$ cat src/rtl/tdc_pulse_gen.sv
`default_nettype none
// ============================================================================
// Module     : tdc_pulse_gen
// Description: Self-test stimulus generator for the TDC. Fires start/stop
//              pulse pairs a programmed number of clk cycles apart, waits for
//              the TDC to finish, checks coarse_result against the expected
//              value, and keeps saturating pass/fail tallies.
//              Optional feature macro: SWEEP_EN (per-shot gap increment).
// Revision   : 1.0 - initial release
// ============================================================================
module tdc_pulse_gen #(
    parameter int GAP_W      = 32,
    parameter int CNT_W      = 16,
    parameter int PULSE_W    = 4,
    parameter int HOLDOFF    = 8,
    parameter int TIMEOUT    = 1023,
    parameter int EXP_OFFSET = 0,
    parameter int TOL        = 1
) (
    input  logic             clk,
    input  logic             rst_n,
    input  logic             cfg_valid,
    output logic             cfg_ready,
    input  logic [GAP_W-1:0] cfg_gap,
    input  logic [GAP_W-1:0] cfg_gap_step,
    input  logic [CNT_W-1:0] cfg_count,
    input  logic             abort,
    output logic             start_signal,
    output logic             stop_signal,
    input  logic             tdc_busy,
    input  logic [GAP_W-1:0] tdc_coarse,
    output logic             busy,
    output logic             done,
    output logic [CNT_W-1:0] pass_count,
    output logic [CNT_W-1:0] fail_count,
    output logic [GAP_W-1:0] last_result,
    output logic             timeout_flag
);

    // One extra bit so gap + PULSE_W never wraps inside a shot.
    localparam int c_TICK_W = GAP_W + 1;
    localparam int c_TMR_W  = (TIMEOUT > 1) ? $clog2(TIMEOUT + 1) : 1;
    localparam int c_HOLD_W = (HOLDOFF > 1) ? $clog2(HOLDOFF + 1) : 1;

    localparam logic [c_TICK_W-1:0] c_PULSE     = c_TICK_W'(PULSE_W);
    localparam logic [c_TICK_W-1:0] c_OFFSET    = c_TICK_W'(EXP_OFFSET);
    localparam logic [c_TICK_W-1:0] c_TOL       = c_TICK_W'(TOL);
    localparam logic [c_TMR_W-1:0]  c_TMR_LAST  = c_TMR_W'(TIMEOUT - 1);
    localparam logic [c_HOLD_W-1:0] c_HOLD_LAST = c_HOLD_W'(HOLDOFF - 1);
    localparam logic [GAP_W-1:0]    c_GAP_MIN   = GAP_W'(1);

    typedef enum logic [2:0] {
        ST_IDLE    = 3'd0,
        ST_START   = 3'd1,
        ST_GAP     = 3'd2,
        ST_STOP    = 3'd3,
        ST_WAIT    = 3'd4,
        ST_CHECK   = 3'd5,
        ST_HOLDOFF = 3'd6
    } state_t;

    state_t              r_state;
    logic [GAP_W-1:0]    r_gap;
    logic [CNT_W-1:0]    r_remaining;
    logic [c_TICK_W-1:0] r_tick;
    logic [c_TMR_W-1:0]  r_timer;
    logic [c_HOLD_W-1:0] r_hold;
    logic                r_timed_out;
    logic                r_start;
    logic                r_stop;
    logic                r_busy;
    logic                r_cfg_ready;
    logic                r_done;
    logic [CNT_W-1:0]    r_pass;
    logic [CNT_W-1:0]    r_fail;
    logic [GAP_W-1:0]    r_last;
    logic                r_timeout_flag;

    logic [c_TICK_W-1:0] w_tick_next;
    logic [c_TICK_W-1:0] w_gap_ext;
    logic [c_TICK_W-1:0] w_stop_end;
    logic                w_start_next;
    logic                w_stop_next;
    logic [c_TICK_W-1:0] w_expected;
    logic [c_TICK_W-1:0] w_coarse_ext;
    logic [c_TICK_W-1:0] w_diff;
    logic                w_pass;
    logic [GAP_W-1:0]    w_gap_next;
    logic [GAP_W-1:0]    w_cfg_gap_clamped;

    // Pulse timing is derived from one shot-relative tick: tick 0 is the
    // cycle start_signal first reads high.
    assign w_tick_next  = r_tick + c_TICK_W'(1);
    assign w_gap_ext    = {1'b0, r_gap};
    assign w_stop_end   = w_gap_ext + c_PULSE;
    assign w_start_next = (w_tick_next < c_PULSE);
    assign w_stop_next  = (w_tick_next >= w_gap_ext) && (w_tick_next < w_stop_end);

    // Unsigned compare one bit wider than the gap so gap + offset cannot wrap.
    assign w_expected   = w_gap_ext + c_OFFSET;
    assign w_coarse_ext = {1'b0, tdc_coarse};
    assign w_diff       = (w_coarse_ext >= w_expected) ? (w_coarse_ext - w_expected)
                                                       : (w_expected - w_coarse_ext);
    assign w_pass       = (w_diff <= c_TOL);

    assign w_cfg_gap_clamped = (cfg_gap == '0) ? c_GAP_MIN : cfg_gap;

`ifdef SWEEP_EN
    logic [GAP_W-1:0] r_step;
    logic [GAP_W-1:0] w_gap_sum;

    assign w_gap_sum  = r_gap + r_step;
    assign w_gap_next = (w_gap_sum == '0) ? c_GAP_MIN : w_gap_sum;

    // Step is latched with the rest of the configuration on accept.
    always_ff @(posedge clk or negedge rst_n) begin
        if (!rst_n) begin
            r_step <= '0;
        end else if (r_state == ST_IDLE && cfg_valid && !abort) begin
            r_step <= cfg_gap_step;
        end
    end
`else
    // Gap stays fixed for the whole run; the step port is kept but unused.
    logic w_unused_step;
    assign w_unused_step = ^cfg_gap_step;
    assign w_gap_next    = r_gap;
`endif

    // Main sequencer: shot timing, TDC handshake, result check and tallies.
    always_ff @(posedge clk or negedge rst_n) begin
        if (!rst_n) begin
            r_state        <= ST_IDLE;
            r_gap          <= c_GAP_MIN;
            r_remaining    <= '0;
            r_tick         <= '0;
            r_timer        <= '0;
            r_hold         <= '0;
            r_timed_out    <= 1'b0;
            r_start        <= 1'b0;
            r_stop         <= 1'b0;
            r_busy         <= 1'b0;
            r_cfg_ready    <= 1'b1;
            r_done         <= 1'b0;
            r_pass         <= '0;
            r_fail         <= '0;
            r_last         <= '0;
            r_timeout_flag <= 1'b0;
        end else begin
            r_done <= 1'b0;
            if (abort) begin
                r_state     <= ST_IDLE;
                r_start     <= 1'b0;
                r_stop      <= 1'b0;
                r_busy      <= 1'b0;
                r_cfg_ready <= 1'b1;
            end else begin
                case (r_state)
                    ST_IDLE: begin
                        if (cfg_valid) begin
                            r_gap          <= w_cfg_gap_clamped;
                            r_remaining    <= cfg_count;
                            r_pass         <= '0;
                            r_fail         <= '0;
                            r_last         <= '0;
                            r_timeout_flag <= 1'b0;
                            r_busy         <= 1'b1;
                            r_cfg_ready    <= 1'b0;
                            r_tick         <= '0;
                            r_start        <= (cfg_count != '0);
                            r_stop         <= 1'b0;
                            r_state        <= ST_START;
                        end
                    end

                    ST_START, ST_GAP, ST_STOP: begin
                        if (r_remaining == '0) begin
                            // Zero-shot run: finish without any pulses.
                            r_state     <= ST_IDLE;
                            r_done      <= 1'b1;
                            r_busy      <= 1'b0;
                            r_cfg_ready <= 1'b1;
                        end else begin
                            r_tick  <= w_tick_next;
                            r_start <= w_start_next;
                            r_stop  <= w_stop_next;
                            if (w_tick_next == w_stop_end) begin
                                r_timer <= '0;
                                r_state <= ST_WAIT;
                            end else if (w_tick_next >= w_gap_ext) begin
                                r_state <= ST_STOP;
                            end else if (w_start_next) begin
                                r_state <= ST_START;
                            end else begin
                                r_state <= ST_GAP;
                            end
                        end
                    end

                    ST_WAIT: begin
                        if (!tdc_busy) begin
                            r_timed_out <= 1'b0;
                            r_state     <= ST_CHECK;
                        end else if (r_timer == c_TMR_LAST) begin
                            r_timed_out <= 1'b1;
                            r_state     <= ST_CHECK;
                        end else begin
                            r_timer <= r_timer + c_TMR_W'(1);
                        end
                    end

                    ST_CHECK: begin
                        if (r_timed_out) begin
                            r_timeout_flag <= 1'b1;
                            if (r_fail != '1) r_fail <= r_fail + CNT_W'(1);
                        end else begin
                            r_last <= tdc_coarse;
                            if (w_pass) begin
                                if (r_pass != '1) r_pass <= r_pass + CNT_W'(1);
                            end else begin
                                if (r_fail != '1) r_fail <= r_fail + CNT_W'(1);
                            end
                        end
                        r_gap       <= w_gap_next;
                        r_remaining <= r_remaining - CNT_W'(1);
                        if (r_remaining == CNT_W'(1)) begin
                            r_state     <= ST_IDLE;
                            r_done      <= 1'b1;
                            r_busy      <= 1'b0;
                            r_cfg_ready <= 1'b1;
                        end else if (HOLDOFF == 0) begin
                            r_tick  <= '0;
                            r_start <= 1'b1;
                            r_stop  <= 1'b0;
                            r_state <= ST_START;
                        end else begin
                            r_hold  <= '0;
                            r_state <= ST_HOLDOFF;
                        end
                    end

                    ST_HOLDOFF: begin
                        if (r_hold == c_HOLD_LAST) begin
                            r_tick  <= '0;
                            r_start <= 1'b1;
                            r_stop  <= 1'b0;
                            r_state <= ST_START;
                        end else begin
                            r_hold <= r_hold + c_HOLD_W'(1);
                        end
                    end

                    default: begin
                        r_state     <= ST_IDLE;
                        r_start     <= 1'b0;
                        r_stop      <= 1'b0;
                        r_busy      <= 1'b0;
                        r_cfg_ready <= 1'b1;
                    end
                endcase
            end
        end
    end

    assign cfg_ready    = r_cfg_ready;
    assign start_signal = r_start;
    assign stop_signal  = r_stop;
    assign busy         = r_busy;
    assign done         = r_done;
    assign pass_count   = r_pass;
    assign fail_count   = r_fail;
    assign last_result  = r_last;
    assign timeout_flag = r_timeout_flag;

endmodule
`default_nettype wire
$ cat config.mk
export PLATFORM = sky130hd
export DESIGN_NAME = tdc_pulse_gen
export DESIGN_NICKNAME = d
export VERILOG_FILES = /design/src/rtl/tdc_pulse_gen.sv
export SDC_FILE = /design/constraint.sdc
export NUM_CORES = 1
export LEC_CHECK = 0
export BUFFER_PORTS_ARGS = -buffer_cell sky130_fd_sc_hd__clkbuf_2
export CAP_MARGIN = 20
export CORE_MARGIN = 5
export CORE_UTILIZATION = 45
export CTS_CLUSTER_DIAMETER = 100
export DETAILED_ROUTE_END_ITERATION = 10
export MAX_ROUTING_LAYER = met4
export SLEW_MARGIN = 40
export SYNTH_ARGS = -nofsm -noshare
export SYNTH_HDL_FRONTEND = slang
export SYNTH_SLANG_ARGS = --single-unit
export TNS_END_PERCENT = 100
$ cat constraint.sdc
create_clock -name clk -period 8.5 [get_ports clk]
set_input_delay 0.85 -clock clk [delete_from_list [all_inputs] [get_ports clk]]
set_output_delay 0.85 -clock clk [all_outputs]
set_load 0.02 [all_outputs]
After elaboration in Yosys (flattened, before gate mapping)
Index checks and enable logic that the tools add are counted.
{ "classes": {"add_sub_neg": 9, "multipliers": 0, "div": 0, "magnitude_cmp": 5, "n_eq_ne": 34, "n_shift": 0, "n_mux": 66, "n_bitwise": 1, "n_reduce_logical": 25} }
{ "op_table": {"columns": ["op", "count"], "rows": [
  ["$mux W33", 4],
  ["$mux W16", 8],
  ["$pmux W33 S3", 1],
  ["$mux W32", 3],
  ["$pmux W16 S2", 3],
  ["$sub A32 B32 Y33", 2],
  ["$pmux W32 S2", 1],
  ["$mux W10", 4],
  ["$add A32 B3 Y33 const B", 1],
  ["$add A33 B1 Y33 const B", 1],
  ["$eq A33 B33 Y1", 1],
  ["$ge A33 B32 Y1", 1],
  ["$le A33 B1 Y1 const B", 1],
  ["$lt A33 B3 Y1 const B", 1],
  ["$lt A33 B33 Y1", 1],
  ["$add A16 B1 Y16 const B", 2],
  ["$ge A32 B32 Y1", 1],
  ["$logic_not A32 Y1", 1],
  ["$ne A16 B16 Y1 const B", 2],
  ["$mux W3", 8],
  ["$ne A2 B2 Y1 const B", 12],
  ["$reduce_and A4 Y1", 6],
  ["$mux W1", 21],
  ["$pmux W10 S2", 1],
  ["other kinds (30)", 53]
]} }
{ "totals": {"register_bits": 169, "latch_bits": 0, "ramBits": 0, "romBits": 0, "input_bits": 117, "output_inout_bits": 70, "wordCells": 156, "memories": 0} }

Longest topological paths before layout
Gate-level depths: netlist of the first run.
{ "depth": {"ltp_word": 8, "depth_mapped": 21, "ltp_nobuf": 19} }

Least setup slack after synthesis of the first run
OpenSTA, ideal clock, no wires.
{ "synth_timing": {"path_type": "input to register", "startpoint": "input tdc_coarse[26]", "endpoint": "register r_pass[11] (netlist: pass_count[11])", "setup_ns": 0.135, "arrival_ns": 4.121, "t_required_ns": 8.365, "path_slack_ns": 4.244, "stages": 16, "path_buffers": 2, "path_cell_list": "inv_1 > ha_1 > buf_2 > a21o_1 > a21oi_2 > a2bb2oi_2 > nand4_1 > or4_1 > o211a_1 > nor4b_1 > nand4_1 > nor4_2 > o2111ai_2 > buf_2 > o311ai_2 > o41ai_2"} }
{ "synth_between": {"elab_chain_cells": 5, "word_cells_on_any_way": 7, "cone_classes": "add/sub: 2; order compare: 2; eq/ne: 1; mux: 1; reduce/logical: 1"} }
{ "synth_lines": {"columns": ["item", "line_no", "rtl"], "rows": [
  ["start, declared", "31", "input logic [GAP_W-1:0] tdc_coarse,"],
  ["$sub A32 B32 Y33 (tied with other cells)", "103", ": (w_expected - w_coarse_ext);"],
  ["$mux W33 *", "102", "assign w_diff = (w_coarse_ext >= w_expected) ? (w_coarse_ext - w_expected)"],
  ["$le A33 B1 Y1 *", "104", "assign w_pass = (w_diff <= c_TOL);"],
  ["$ne A2 B2 Y1 (no source line) *", null, null],
  ["$reduce_and A6 Y1 (no source line) *", null, null],
  ["end signal, assigned", "219", "if (r_pass != '1) r_pass <= r_pass + CNT_W'(1);"],
  ["end, declared", "74", "logic [CNT_W-1:0] r_pass;"]
]} }
Every way passes the cells marked *; elsewhere a longest branch is shown, timed or not.
A chain may end at the register's enable or synchronous reset.

Worst setup path in the final report of the first run
{ "layout_timing": {"startpoint": "input tdc_coarse[19]", "endpoint": "register r_pass[15] (netlist: pass_count[15])"} }
Same word-level chain as after synthesis.

==> results of run 1 <==
-- where the power goes --
group	internal [W]	leakage [nW]	switching [W]
clock network	0.000469	0.293	0.000371
registers	0.000913	2.26	0.000129
logic	0.000608	5.04	0.00113
-- worst register-to-register path, delay by kind of cell (launching register included) --
family | cells | cell delay [ns]
adder cells (fa/ha/maj) | 2 | 0.60
flip-flops | 1 | 0.43
AO/OA/AOI/OAI | 2 | 0.42
XOR/XNOR | 1 | 0.39
AND/OR/NAND/NOR | 11 | 3.69
-- cell type report --
cell class              instances  area (sq um)  share of cell area, %
flip-flops and latches        169          4230                   25.9
inverters                     107           402                   2.45
clock buffers                  17           425                   2.60
multi-input cells            1474          9700                   59.3
clock inverters                15           190                   1.16
repair buffers                164           860                   5.25
diodes                          3          7.51                 0.0459
well taps                     442           553                   3.38
-- metal layers --
metal | GRT usage, % | vias to the layer above
li1 | - | 6907
met5 | - | -
met1 | 37.0 | 6970
met3 | 3.84 | 52
met2 | 44.5 | 467
met4 | 7.76 | 0
-- placed cells by master, fill, tap and decap left out, drive strengths merged, types with 30 or more instances in the layout --
cell      n
a21oi   132
and3     30
ha      136
nor3     43
inv     112
o21ai   177
xnor2    60
a21o     32
nor2    111
dfrtp   167
nand2   213
nand3    98
nor4     34
nand4    41
o31ai    40
xor2     33
clkbuf  170
-- state kept, by name, summed over array words and instances, names as in the netlist --
| signal | cells |
|---|---|
| r_state | 3 |
| r_remaining | 16 |
| r_gap | 32 |
| busy | 1 |
| r_timer | 10 |
| r_tick | 33 |
| pass_count | 16 |
| fail_count | 16 |
| start_signal | 1 |
| cfg_ready | 1 |
| r_hold | 4 |
| r_timed_out | 1 |
| done | 1 |
| timeout_flag | 1 |
| stop_signal | 1 |
| last_result | 32 |
-- metrics by stage --
step | worst slack (ns) | hold WS (ns) | total power (W) | instance area (sq um)
floorplan | 4.24 | 0.441 | 0.00227 | 14700
global placement | 2.30 | 0.453 | 0.00275 | 15700
detailed placement | 2.51 | 0.453 | 0.00277 | 15700
CTS | 3.00 | 0.293 | 0.00362 | 16400
global route | 2.49 | 0.308 | 0.00386 | 16400
finish | 2.86 | 0.297 | 0.00362 | 16400
-- worst paths after layout --
path	endpoint	slack [ns]	depth (start not counted)
setup / recovery	pass_count[15]	2.86	15
hold / removal	pass_count[6]	0.30	1
setup reg to reg	r_timer[7]	2.91	16
hold reg to reg	cfg_ready	0.47	2
max in group asynchronous	last_result[11]	7.16	2
min in group clk	cfg_ready	0.47	2
-- cell usage after synthesis, types with 33 or more instances --
master,instances
clkbuf_1,61
ha_1,136
nand3_1,98
dfrtp_1,167
o31ai_1,40
nand4_1,39
a21oi_1,128
xnor2_1,60
xor2_1,33
o21ai_0,168
nor3_1,40
nand2_1,212
nor2_1,109
inv_1,106
-- kinds of logic after synthesis --
group,count (synthesis)
fa+ha+maj,138
xor+xnor,93
compound gates,548
mux,6
buf+inv,201
flops,169
simple gates,689
==> results.ini, run 1 <==
[outcome]
status = complete, no violations

[floorplanning]
start_util_pct = 45.4
rows = 66
ios = 187
die_w_microns = 191
die_h_microns = 191
die_area_sq_mm = 0.0364
core_region_area_sq_mm = 0.0325

[detailed_routing]
num_vias = 14400
ant_nets = 0
initialDrtViolationCount = 1077
dr_wl_met3_mm = 3.00
wl_mm = 49.3
vias_per_cell = 6.02
met1_length_mm = 22.4
dr.pass1.iters = 5
route.met2.wl_mm = 22.7
drc = 0
top_layer_used = met4
drt-wirelength-per-cell_microns = 20.6

[min_path]
hp-class = in -> async

[sta]
setup_violations = 0
max_freq_ghz = 0.177
clock_skew_ns = 0.0153
rsz0062_at_grt = false
finalSetupTns_ns = 0
finalCriticalPeriod_ns = 5.64
min_period_over_period_pct = 66.4
slew_viol_final = 0
tightest_slew_ns = 0.855
hold_viol = 0
max-slew-margin-rel_pct = 42.4

[yosys]
synth_top_area_share_pct = 28.4
synth_cell_types = 91
ys_seq_area_share_pct = 28.7
synth_compound_area_share_pct = 24.2
synthesis.nets = 2099
synthXorXnorAreaFrac_pct = 5.53
synth-edff-count = 0
async_reset_ff_share_pct = 100
yosys.area_share.simple_pct = 23.6
synth_seq_cells = 169
yosysWarnings = 0
syn_area_per_cell_sq_um = 7.98
synth_top_family_by_area = compound AO/OA/AOI/OAI gates
synthTopCellsByArea = dfrtp_1 (28%), ha_1 (12%), o21ai_0 (5.7%)
synthFlopType = dfrtp_1
synth_mux_area_share_pct = 0.416
netlist_instances = 1844
synth_fa_ha_area_share_pct = 11.8
synth_area_leader_cell = dfrtp_1
syn_area_sq_mm = 0.0147

[place]
io_buffer_count = 154
gp_congestion = 1.01
dp.cells = 2356
hpwlAfterDp_mm = 38.8

[clock_network]
cts_setup_buffers = 0
post_cts_resized = 0
path_clk_slew_ns = 0.07
clkLatencyLatePin_ns = 0.45
htree_levels = 4
cts_tree = done
clk_root_buffer_cell = clkbuf_16
holdBufCountCts = 0
clock_path_buffers = 2
numCtsBuffers = 17
cts.sinks = 169

[cells_and_area]
nNetsFinal = 2188
final_core_util_pct = 50.4
final_cells = 2391
fill_cells = 3227
drive_gt1_share_pct = 12.7
syn2layout_area_growth_pct = 11.2

[setup_path]
max_stage_delay_ns = 0.70
worstSetupPathType = in -> reg
regToRegStartpoint = r_tick[0]
critPathMaxFanout = 28
worstPathArrival_ns = 5.98
cp_slowest_cell = or4_1
cp_top_family = simple AND/OR/NAND/NOR gates
startpoint_type = input pin
crit_start = tdc_coarse[19]
critPathRequiredTime_ns = 8.84
worstPathBufferInverterCount = 2
worst_path_most_repeated_cell = nand4_1
worstPathCellList = clkbuf_2 -> inv_1 -> ha_1 -> nand2_1 -> o21ai_0 -> nand3_1 -> nand4_1 -> or4_1 -> o211a_1 -> nor4b_1 -> nand4_1 -> nor4_2 -> o2111ai_4 -> or2_4 -> o41ai_1
worstSetupEndpointType = flip-flop

[global_route]
grt_pass1_vias = 13800
grt.total_usage_pct = 27.8
grt_pass1_wl_mm = 77.8
grt.overflow.total = 0
grt_start_max_net_pins = 77
grt_antenna_before_repair = 3

[power_and_ir_drop]
vdd_drop_max_mv = 0.171
powerDensity_mw_per_mm2 = 221
power.static_leakage_nw = 7.59

[flow_run]
cap_violations = 0

Note: power is estimated with default switching activity, not from simulation.
==> run 2, diff against run 1 <==
--- a/config.mk
+++ b/config.mk
@@ -12,6 +12,7 @@
 export CTS_CLUSTER_DIAMETER = 100
 export DETAILED_ROUTE_END_ITERATION = 10
 export MAX_ROUTING_LAYER = met4
+export PLACE_DENSITY = 0.67
 export SLEW_MARGIN = 40
 export SYNTH_ARGS = -nofsm -noshare
 export SYNTH_HDL_FRONTEND = slang
==> constraint.sdc (replaced) <==
create_clock -name clk -period 4.6 [get_ports clk]
set_input_delay 0.46 -clock clk [delete_from_list [all_inputs] [get_ports clk]]
set_output_delay 0.46 -clock clk [all_outputs]
set_load 0.02 [all_outputs]
==> results.ini, run 2 (same netlist as run 1, synthesis figures left out) <==
[global_route]
grt.total_usage_pct = 28.3  ; +0.57 points
grt_pass1_wl_mm = 79.9  ; +2.7%
grt_pass1_vias = 14600  ; +5.5%
grt_antenna_before_repair = 2  ; -1
grt.overflow.total = 0  ; unchanged
grt_start_max_net_pins = 97  ; +26%

[sta]
tightest_slew_ns = 0.803  ; -0.0520 ns
rsz0062_at_grt = true
hold_viol = 0  ; unchanged
slew_viol_final = 0  ; unchanged
finalCriticalPeriod_ns = 4.44
hold_ws_ns = 0.232  ; -0.0649 ns
min_period_over_period_pct = 96.5
clock_skew_ns = 0.0162  ; +0.000940 ns
max-slew-margin-rel_pct = 45.9  ; +3.5 points
worst_slack_ns = 0.161  ; -2.69 ns
max_freq_ghz = 0.225
setup_violations = 0  ; unchanged

[place]
place_area_sq_mm = 0.0170  ; +7.9%
hpwlAfterDp_mm = 40.5  ; +4.3%
dp.cells = 2521  ; +7.0%
post-place-ws_ns = -0.00478  ; -2.52 ns
gp_congestion = 1.02  ; +1.8%
io_buffer_count = 154  ; unchanged

[floorplanning]
start_util_pct = 45.4  ; unchanged
rows = 66  ; unchanged
die_w_microns = 191  ; unchanged
core_region_area_sq_mm = 0.0325  ; unchanged
die_area_sq_mm = 0.0364  ; unchanged
ios = 187  ; unchanged
die_h_microns = 191  ; unchanged

[detailed_routing]
initialDrtViolationCount = 1252  ; +16%
num_vias = 15000  ; +4.4%
wl_mm = 50.6  ; +2.6%
drt-wirelength-per-cell_microns = 19.8  ; -4.1%
ant_nets = 0  ; unchanged
drc = 0  ; unchanged
dr.pass1.iters = 5  ; unchanged
vias_per_cell = 5.88  ; -2.4%

[clock_network]
path_clk_slew_ns = 0.07  ; about the same
cts_tree = done
clock_path_buffers = 2  ; unchanged
cts.sinks = 169  ; unchanged
clkLatencyLatePin_ns = 0.46  ; about the same
clk_root_buffer_cell = clkbuf_16
htree_levels = 4  ; unchanged
numCtsBuffers = 17  ; unchanged

[setup_path]
startpoint_type = flip-flop
cp_slowest_cell = dfstp_2
max_stage_delay_ns = 0.58  ; -0.12 ns
worstSetupPathType = reg -> reg
worst_path_most_repeated_cell = nand3_1
worstSetupEndpointType = flip-flop
worstPathBufferInverterCount = 3  ; +1
worstPathCellList = ha_1 -> inv_1 -> fa_1 -> a21o_1 -> a22o_1 -> o2111ai_1 -> nand3_1 -> o21ai_0 -> nand3_1 -> a211oi_1 -> nand4_1 -> buf_4 -> or4_4 -> nor2_4 -> buf_12 -> o21ai_1 -> a21oi_1
cp_top_family = compound AO/OA/AOI/OAI gates
worstPathArrival_ns = 4.80  ; -1.18 ns
critPathMaxFanout = 23  ; -18%
critPathRequiredTime_ns = 4.96  ; -3.88 ns

[cells_and_area]
regMostFlops = r_tick
final-seq-area_sq_mm = 0.00423  ; about the same
final_core_util_pct = 54.7  ; +4.2 points
largest_reg_flops = 33  ; unchanged
final_cells = 2557  ; +6.9%
nNetsFinal = 2355  ; +7.6%
multiInputGateArea_sq_mm = 0.00978  ; +0.88%
design_area_sq_mm = 0.0177  ; +8.4%
drive_gt1_share_pct = 20.5  ; +7.7 points
fill_cells = 3037  ; -5.9%
layout_commonest_cell = nand2_1
syn2layout_area_growth_pct = 20.5
layout_common_cells = nand2_1 (210), buf_4 (172), o21ai_0 (165), dfrtp_1 (165), clkbuf_2 (153)

[power_and_ir_drop]
vdd_drop_max_mv = 0.311  ; +82%
power.static_leakage_nw = 8.42  ; +11%
powerDensity_mw_per_mm2 = 407  ; +84%

[flow_run]
cap_violations = 0  ; unchanged

[min_path]
hp-class = in -> reg

[outcome]
status = complete, no violations

[run 2: worst min-delay path, delay by kind of cell]
kind,cells,cell delay [ns]
AOI/OAI and AO/OA,1,0.06
and+or+nand+nor,1,0.04
buffers and inverters,1,0.09
[run 2: path summary, 6_finish.rpt]
kind,endpoint,cells past startpoint,from,slack [ns]
setup / recovery,fail_count[11],17,r_gap[0],0.16
hold / removal,r_gap[29],3,cfg_gap[29],0.23
setup reg to reg,fail_count[11],17,r_gap[0],0.16
hold reg to reg,cfg_ready,2,cfg_ready,0.46
max in group asynchronous,r_tick[3],4,rst_n,3.04
min in group asynchronous,last_result[26],2,rst_n,0.45
[run 2: through the flow]
step | power (W) | setup TNS (ns)
3_3_place_gp | 0.00558 | 0
6_report | 0.00722 | 0
3_5_place_dp | 0.00563 | -0.00785
4_1_cts | 0.00717 | 0
5_1_grt | 0.00771 | -0.0363
2_1_floorplan | 0.00419 | 0
[run 2: layout make-up]
| cell class | instances | share of cell area (%) |
|---|---|---|
| Antenna cell | 2 | 0.0282 |
| Clock buffer | 19 | 2.55 |
| Clock inverter | 13 | 0.804 |
| Inverter | 107 | 2.26 |
| Multi-Input combinational cell | 1474 | 55.1 |
| Sequential cell | 169 | 23.9 |
| Tap cell | 442 | 3.12 |
| Timing Repair Buffer | 331 | 12.2 |
[run 2: power by group]
group	internal, W	switching (W)	leakage, nW	total [W]
combinational	0.00155	0.00223	5.88	0.00379
clock	0.000833	0.000683	0.290	0.00152
sequential	0.00169	0.000232	2.25	0.00192
total	0.00407	0.00315	8.42	0.00722
[run 2: what timing repair did]
action	in CTS	in global routing
hold buffers	0	1
pin swaps	0	6
setup buffers	0	0
endpoints found under the setup margin	1	36
gates resized for setup	1	26
endpoints found under the hold margin	0	26
gates cloned	0	0
[run 2: layer usage]
| layer | routed length [microns] | GRT usage [%] | up-vias | share of wire, % |
|---|---|---|---|---|
| li1 | - | - | 7246 | - |
| met1 | 22400 | 38.0 | 7144 | 44 |
| met2 | 22900 | 44.0 | 547 | 45 |
| met3 | 3470 | 3.92 | 94 | 6.9 |
| met4 | 1870 | 10.2 | 0 | 3.7 |
| met5 | 0 | - | - | 0 |
==> run 3, diff against run 2 <==
--- a/config.mk
+++ b/config.mk
@@ -13,6 +13,7 @@
 export DETAILED_ROUTE_END_ITERATION = 10
 export MAX_ROUTING_LAYER = met4
 export PLACE_DENSITY = 0.67
+export SETUP_SLACK_MARGIN = 0.5
 export SLEW_MARGIN = 40
 export SYNTH_ARGS = -nofsm -noshare
 export SYNTH_HDL_FRONTEND = slang
==> results.ini, run 3 (same netlist as run 1, synthesis figures left out) <==
[sta]
hold_viol = 0  ; unchanged
hold_ws_ns = 0.230  ; -0.00138 ns
tightest_slew_ns = 0.819  ; +0.0154 ns
setup_violations = 0  ; unchanged
clock_skew_ns = 0.0156  ; -0.000630 ns
rsz0062_at_grt = true
slew_viol_final = 0  ; unchanged
max_freq_ghz = 0.230  ; +2.2%
max-slew-margin-rel_pct = 45.4  ; -0.46 points
finalCriticalPeriod_ns = 4.34  ; -0.0937 ns
min_period_over_period_pct = 94.5  ; -2.0 points

[setup_path]
startpoint_type = flip-flop
critPathRequiredTime_ns = 4.97  ; about the same
worstSetupEndpointType = flip-flop
worstPathArrival_ns = 4.72  ; -0.08 ns
critPathMaxFanout = 4  ; -83%
worstSetupPathType = reg -> reg

[cells_and_area]
nNetsFinal = 2452  ; +4.1%
drive_gt1_share_pct = 28.8  ; +8.3 points
antenna_cells = 0  ; -2
layout_common_cells = buf_4 (256), nand2_1 (206), o21ai_0 (160)
final_cells = 2652  ; +3.7%
final_core_util_pct = 59.3  ; +4.7 points
syn2layout_area_growth_pct = 30.8
layout_commonest_cell = buf_4
regMostFlops = r_tick
largest_reg_flops = 33  ; unchanged

[power_and_ir_drop]
power.static_leakage_nw = 9.08  ; +7.8%
p_seq_share_pct = 24.8  ; -1.8 points
vdd_drop_max_mv = 0.360  ; +16%
power_frac_comb_pct = 55.4  ; +3.0 points
swShare_pct = 43.6  ; about the same
p_switching_w = 0.00340  ; +7.9%
intPower_w = 0.00440  ; +7.9%
pwr-share-clk_pct = 19.8  ; -1.2 points
powerDensity_mw_per_mm2 = 405  ; -0.61%

[detailed_routing]
num_vias = 15700  ; +4.1%
initialDrtViolationCount = 1104  ; -12%
drt-wirelength-per-cell_microns = 20.0  ; +1.1%
wl_mm = 53.0  ; +4.8%
vias_per_cell = 5.90  ; +0.40%
dr.pass1.iters = 6  ; +1
drc = 0  ; unchanged
ant_nets = 0  ; unchanged

[floorplanning]
core_region_area_sq_mm = 0.0325  ; unchanged
ios = 187  ; unchanged
rows = 66  ; unchanged
die_h_microns = 191  ; unchanged
die_area_sq_mm = 0.0364  ; unchanged
die_w_microns = 191  ; unchanged
start_util_pct = 45.4  ; unchanged

[global_route]
grt.total_usage_pct = 29.1  ; +0.78 points
grt_pass1_vias = 15000  ; +2.5%
grt_start_max_net_pins = 94  ; -3.1%
grt.overflow.total = 0  ; unchanged
grt_pass1_wl_mm = 82.1  ; +2.7%
grt_antenna_before_repair = 0  ; -2

[clock_network]
clkLatencyLatePin_ns = 0.46  ; about the same
cts_tree = done
numCtsBuffers = 17  ; unchanged
htree_levels = 4  ; unchanged
cts.sinks = 169  ; unchanged
clock_path_buffers = 2  ; unchanged
path_clk_slew_ns = 0.07  ; about the same
clk_root_buffer_cell = clkbuf_16

[outcome]
status = complete, no violations

[place]
io_buffer_count = 154  ; unchanged
hpwlAfterDp_mm = 41.1  ; +1.5%
dp.cells = 2553  ; +1.3%
gp_congestion = 0.997  ; -2.7%

[flow_run]
cap_violations = 0  ; unchanged

[min_path]
hp-class = in -> reg

run 3: cell count changes in the layout (fill, tap and decap cells not counted), sizes merged:
cell    delta
buf       +95
diode      -2
inv        +4
clkinv     -3
clkbuf     +1
run 3: worst max-delay path: stages, from the launching register on:
cell and delay [ns]:
dfrtp_1 0.39, buf_6 0.13, ha_4 0.24, buf_6 0.11
a21o_1 0.18, a21o_1 0.20, a21oi_2 0.21, nand4_1 0.25
buf_4 0.24, nor4_4 0.25, a22oi_1 0.13, buf_4 0.17
a221oi_4 0.28, xnor2_2 0.14, buf_4 0.15, or4_4 0.53
buf_4 0.17, o21a_1 0.20, nand3_1 0.10, mux2i_1 0.20
run 3: final cells by class:
type / count / area, sq um
clock buffer: 18 / 439
clock inverter: 14 / 161
fill: 2956 / 13200
inverter: 107 / 405
multi-input combinational: 1474 / 10500
sequential: 169 / 4250
tap: 442 / 553
timing repair buffer: 428 / 2970
run 3: stage by stage:
stage / setup TNS, ns / cell area (sq um) / worst slack (ns) / power (W)
after global placement: -0.252 / 17200 / -0.0943 / 0.00567
after global routing: 0 / 19300 / 0.109 / 0.00825
final: 0 / 19300 / 0.255 / 0.00779
after floorplan: 0 / 14700 / 0.558 / 0.00419
after detailed placement: -2.13 / 17200 / -0.275 / 0.00571
after CTS: 0 / 18700 / 0.405 / 0.00762
run 3: final timing paths:
check                                 from              to  slack (ns)  cells past startpoint
worst max-delay path             r_gap[29]   fail_count[7]        0.26                     19
worst min-delay path            cfg_gap[7]        r_gap[7]        0.23                      3
worst max register to register   r_gap[29]   fail_count[7]        0.26                     19
worst min register to register   cfg_ready       cfg_ready        0.46                      2
max in group asynchronous            rst_n       r_tick[4]        3.06                      4
min in group asynchronous            rst_n  pass_count[10]        0.43                      2
run 3: power by group through the flow:
stage	Sequential (W)	Clock, W	Combinational, W
finish	0.00193	0.00154	0.00432
global route	0.00196	0.00162	0.00467
detailed placement	0.00194	0	0.00377
CTS	0.00192	0.00156	0.00414
global placement	0.00194	0	0.00373
floorplan	0.00188	0	0.00232
run 3: per-layer routing:
layer / GRT usage [%] / up-vias / wire length [microns]
li1: - / 7441 / -
met1: 37.5 / 7577 / 22600
met2: 47.4 / 545 / 25000
met3: 4.23 / 89 / 3530
met4: 9.56 / 0 / 1840
met5: - / - / 0
run 3: what timing repair did:
action                     in CTS  in global routing
gates resized for setup       106                 69
hold endpoints to repair        0                 21
cloned                          0                  2
pin swaps                      35                 49
hold buffers                    0                  1
buffers inserted               39                 24
setup endpoints to repair      44                 39
